**src/rtl/btb_predictor.sv**
```systemverilog
//------------------------------------------------------------------------------
// Module      : btb_predictor
// Description : Direct-mapped, tagged fetch-stage branch target buffer with
//               2-bit direction counters and a saturating mispredict counter.
// Revision    : 1.0 - initial release
//------------------------------------------------------------------------------
`default_nettype none

module btb_predictor #(
    parameter int ENTRIES    = 8,
    parameter int INDEX_BITS = 3,
    parameter int COUNT_BITS = 32
) (
    input  logic        clk,
    input  logic        rst,
    input  logic [31:0] fetch_pc,
    output logic        predicted_taken,
    output logic [31:0] predicted_target,
    output logic [31:0] next_pc,
    input  logic        modify_pc,
    input  logic [31:0] update_pc,
    input  logic        update_btb,
    input  logic [31:0] ex_pc,
    input  logic        ex_taken,
    input  logic [31:0] jump_addr,
    output logic [31:0] mispredict_count
);

    localparam int         c_TAG_BITS = 30 - INDEX_BITS;
    localparam logic [1:0] c_SNT      = 2'b00;
    localparam logic [1:0] c_WNT      = 2'b01;
    localparam logic [1:0] c_ST       = 2'b10;
    localparam logic [1:0] c_WT       = 2'b11;

    logic                  r_valid  [ENTRIES];
    logic [c_TAG_BITS-1:0] r_tag    [ENTRIES];
    logic [31:0]           r_target [ENTRIES];
    logic [1:0]            r_state  [ENTRIES];
    logic [COUNT_BITS-1:0] r_count;

    logic [INDEX_BITS-1:0] w_fetch_idx;
    logic [c_TAG_BITS-1:0] w_fetch_tag;
    logic [INDEX_BITS-1:0] w_ex_idx;
    logic [c_TAG_BITS-1:0] w_ex_tag;
    logic                  w_fetch_hit;
    logic                  w_ex_hit;
    logic [1:0]            w_ex_next_state;
    logic                  w_unused;

    assign w_fetch_idx = fetch_pc[INDEX_BITS+1:2];
    assign w_fetch_tag = fetch_pc[31:INDEX_BITS+2];
    assign w_ex_idx    = ex_pc[INDEX_BITS+1:2];
    assign w_ex_tag    = ex_pc[31:INDEX_BITS+2];
    assign w_unused    = ^{fetch_pc[1:0], ex_pc[1:0]};

    // Lookup reads the pre-edge table contents; no bypass from training.
    assign w_fetch_hit      = r_valid[w_fetch_idx] && (r_tag[w_fetch_idx] == w_fetch_tag);
    assign predicted_taken  = w_fetch_hit && r_state[w_fetch_idx][1];
    assign predicted_target = w_fetch_hit ? r_target[w_fetch_idx] : 32'h0;

    always_comb begin
        next_pc = fetch_pc + 32'd4;
        if (modify_pc) begin
            next_pc = update_pc;
        end else if (predicted_taken) begin
            next_pc = predicted_target;
        end
    end

    assign w_ex_hit = r_valid[w_ex_idx] && (r_tag[w_ex_idx] == w_ex_tag);

    // Counter walk: SNT <-> WNT <-> WT <-> ST, saturating at both ends.
    always_comb begin
        w_ex_next_state = r_state[w_ex_idx];
        case (r_state[w_ex_idx])
            c_SNT: w_ex_next_state = ex_taken ? c_WNT : c_SNT;
            c_WNT: w_ex_next_state = ex_taken ? c_WT  : c_SNT;
            c_WT:  w_ex_next_state = ex_taken ? c_ST  : c_WNT;
            c_ST:  w_ex_next_state = ex_taken ? c_ST  : c_WT;
        endcase
    end

    always_ff @(posedge clk) begin
        if (rst) begin
            for (int i = 0; i < ENTRIES; i++) begin
                r_valid[i]  <= 1'b0;
                r_tag[i]    <= '0;
                r_target[i] <= 32'h0;
                r_state[i]  <= c_SNT;
            end
        end else if (update_btb) begin
            if (w_ex_hit) begin
                r_state[w_ex_idx] <= w_ex_next_state;
                if (ex_taken) begin
                    r_target[w_ex_idx] <= jump_addr;
                end
            end else if (ex_taken) begin
                r_valid[w_ex_idx]  <= 1'b1;
                r_tag[w_ex_idx]    <= w_ex_tag;
                r_target[w_ex_idx] <= jump_addr;
                r_state[w_ex_idx]  <= c_WT;
            end
        end
    end

    always_ff @(posedge clk) begin
        if (rst) begin
            r_count <= '0;
        end else if (modify_pc && (r_count != {COUNT_BITS{1'b1}})) begin
            r_count <= r_count + 1'b1;
        end
    end

    generate
        if (COUNT_BITS < 32) begin : g_cnt_ext
            assign mispredict_count = {{(32-COUNT_BITS){1'b0}}, r_count};
        end else begin : g_cnt_full
            assign mispredict_count = r_count[31:0];
        end
    endgenerate

endmodule

`default_nettype wire
```
**config.mk**
```make
export PLATFORM = sky130hd
export DESIGN_NAME = btb_predictor
export DESIGN_NICKNAME = d
export VERILOG_FILES = /design/src/rtl/btb_predictor.sv
export SDC_FILE = /design/constraint.sdc
export NUM_CORES = 1
export LEC_CHECK = 0
export BUFFER_PORTS_ARGS = -buffer_cell sky130_fd_sc_hd__buf_2
export CAP_MARGIN = 15
export CORE_ASPECT_RATIO = 0.75
export CORE_MARGIN = 10
export CORE_UTILIZATION = 40
export DETAILED_ROUTE_END_ITERATION = 10
export PLACE_DENSITY_LB_ADDON = 0.08
export SKIP_LAST_GASP = 1
export SYNTH_ARGS = -nofsm -noshare
export SYNTH_HDL_FRONTEND = slang
export SYNTH_SLANG_ARGS = --single-unit
```
**constraint.sdc**
```tcl
create_clock -name clk -period 4.9 [get_ports clk]
set_input_delay 0.245 -clock clk [delete_from_list [all_inputs] [get_ports clk]]
set_output_delay 0.245 -clock clk [all_outputs]
set_load 0.005 [all_outputs]
```
==> flow_metrics.env <==
export IMPL_ys_warn_count=0
export IMPL_num_vias=20232
export IMPL_ys_top_cells_by_count="488 x edfxtp_1, 273 x and3_1, 216 x and2_1"
export IMPL_min_period_over_period_pct=94.2
export IMPL_status="finished clean"
export IMPL_clockBufferDepth=3
export IMPL_synth_edf_count=488
export IMPL_worstPathMaxFanout=55
export IMPL_crit_top_cell="buf_4"
export IMPL_synthFlopType="edfxtp_1"
export IMPL_cts_reportedPaths_clkPinSlew_ns=0.06
export IMPL_maxSlewHeadroom_pct=18.0
export IMPL_fin_ws_ns=0.282
export IMPL_first_iter_violations=2351
export IMPL_gr_total_overflow=0
export IMPL_ctsHtreeMaxLevel=2
export IMPL_seq_area_frac_synth_pct=55.2
export IMPL_core_mm2=0.0689
export IMPL_antenna_left=0
export IMPL_cts_hold_fix_buffers=36
export IMPL_cts_tree="yes"
export IMPL_cp_required_ns=4.66
export IMPL_wl_per_cell_um=28.7
export IMPL_first_pass_iters=5
export IMPL_dieArea_mm2=0.0810
export IMPL_slowest_stage="nor3b_1"
export IMPL_ys_ff_latch=528
export IMPL_nets=2565
export IMPL_syn_avg_cell_area_um2=12.7
export IMPL_dp_hpwl_um=62700
export IMPL_grt_pass1_wl_um=142000
export IMPL_synth_area_leader_cell="edfxtp_1"
export IMPL_ff2ff_path_depth=10
export IMPL_wirelength_um=98200
export IMPL_postCtsSetupBuffers=0
export IMPL_synth_top_area_share_pct=52.4
export IMPL_start_kind="input port"
export IMPL_fp_row_count=83
export IMPL_worstHoldPathCells=2
export IMPL_syn_inst=2195
export IMPL_async_flop_share_pct=0
export IMPL_yosysMostFrequentCell="edfxtp_1"
export IMPL_drc_errors=0
export IMPL_drive_above_1_share_pct=24.5
export IMPL_synthToLayoutAreaGrowth_pct=16.8
export IMPL_grt_pass1_vias=20347
export IMPL_vias_per_cell=5.92
export IMPL_drv_cap=0
export IMPL_io_pins=230
export IMPL_cts_resized=0
export IMPL_synth_cell_types=61
export IMPL_p_leak_nw=12.7
export IMPL_antenna_found_initial=11
export IMPL_synth_cell_area_mm2=0.0280
export IMPL_synth_net_count=2330
export IMPL_cts_sinks=528
export IMPL_holdCritPathClass="input port to register"
export IMPL_path_cells="buf_6, buf_4, mux2i_1, a22o_1, o21ai_0, nand3_1, nor4_1, nand4_1, buf_4, nor3b_1, o31ai_1, buf_2"
export IMPL_max_freq_ghz=0.217
export IMPL_dp_slack_ns=0.436
export IMPL_vdd_drop_max_uv=311
export IMPL_powerDensity_mw_per_mm2=328
export IMPL_finalClockSkew_ns=0.0326
export IMPL_io_buffers=227
export IMPL_tightest_slew_ns=1.23
export IMPL_ys_top_cells_by_area="edfxtp_1 52%, mux4_2 8.4%, and3_1 6.1%, and2_1 4.8%, mux2i_1 4.4%"
export IMPL_crit_type="input port to output port"
export IMPL_dieHeight_um=249
export IMPL_initial_core_util_pct=40.6
export IMPL_worstSetupEndpointType="output port"
export IMPL_nFillCells=6148
export IMPL_period_minus_slack_ns=4.62
export IMPL_clock_insertion_delay_worst_skew_ns=0.64
export IMPL_track_usage_pct=23.3
export IMPL_slew_violations=0
export IMPL_cts_buffers=56
export IMPL_fin_setup_tns_ns=0
export IMPL_finalSetupViolCount=0
export IMPL_grt_max_degree=137
export IMPL_crit_path_max_incr_delay_ns=0.63
export IMPL_rsz0062_at_grt="no"
export IMPL_root_buffer="clkbuf_16"
export IMPL_routabilityCongestion=0.882
export IMPL_die_w_um=325
export IMPL_hold_viol_final=0
export IMPL_cp_arrival_ns=4.37
[area by class of cell]
cell class	count	area [um2]	share of cell area (%)
diodes	4	10.0	0.0306
multi-input cells	1475	11900	36.5
clock buffers	73	1500	4.58
well taps	935	1170	3.58
flip-flops and latches	528	15500	47.3
inverters	8	30.0	0.0919
repair buffers	361	2350	7.18
clock inverters	31	249	0.762
[placed cells by master (no fill, tap or decap), drive strengths merged, types with 20 or more instances in the layout]
| master | instances |
|---|---|
| a22oi | 22 |
| clkbuf | 73 |
| dfxtp | 40 |
| a221oi | 33 |
| o22ai | 20 |
| and2 | 216 |
| nor3 | 22 |
| xor2 | 49 |
| nor3b | 36 |
| o31ai | 32 |
| nand2 | 95 |
| mux4 | 104 |
| edfxtp | 488 |
| mux2 | 51 |
| and3 | 273 |
| o21a | 27 |
| a21oi | 20 |
| nand3 | 42 |
| xnor2 | 36 |
| mux2i | 122 |
| o21ai | 37 |
| clkinv | 26 |
| buf | 325 |
| nor2 | 77 |
| dlygate4sd3 | 36 |
| nand4 | 24 |
[per-stage QoR]
stage	instances	hold WS, ns	power [mW]	util, %	area [um2]
final	3415	0.0277	10.7	47.5	32700
after floorplan	2195	0.443	6.06	-	28000
after global routing	3411	0.0375	11.0	47.4	32700
after detailed placement	3271	0.464	6.66	44.4	30600
after global placement	3271	0.463	6.65	44.4	30600
after CTS	3411	0.00172	10.8	47.4	32700
[worst max-delay path, delay by kind of cell]
family	cells	cell delay, ns
muxes	1	0.11
AOI/OAI and AO/OA	3	0.96
buffers and inverters	4	1.34
and+or+nand+nor	4	1.56
[sequential cells by signal, summed over array words and instances, names as in the netlist]
name	cells
r_valid	8
mispredict_count	32
r_state	16
r_target	256
r_tag	216
[cell families (layout without fill, tap and decap cells)]
kind of cell | Yosys count | in the layout | synth area share (%)
xor+xnor | 85 | 85 | 2.66
buf+inv | 192 | 473 | 2.85
other cells | 0 | 4 | 0
flops | 528 | 528 | 55.2
mux | 277 | 277 | 14.8
compound gates | 263 | 263 | 6.88
fa+ha+maj | 2 | 2 | 0.0894
simple gates | 848 | 848 | 17.5
[per-layer routing]
layer	vias to the layer above	share of wire, %	global-route usage [%]
met4	10	2.0	5.18
li1	8907	-	-
met1	10260	46	34.1
met5	-	0.093	0
met2	921	42	33.7
met3	134	10	7.03
[path summary, 6_finish.rpt]
kind | endpoint | slack, ns | start
min | r_tag[2][7] | 0.03 | ex_pc[12]
max reg2reg | r_tag[6][24] | 1.40 | r_tag[5][16]
max | next_pc[2] | 0.28 | fetch_pc[3]
min reg2reg | r_valid[3] | 0.48 | r_valid[3]
[where the power goes]
part	internal [mW]	switching (mW)
sequential	5.17	0.0956
clock	2.26	1.83
combinational	0.511	0.840
No activity file was read; power rests on OpenSTA's default activity.
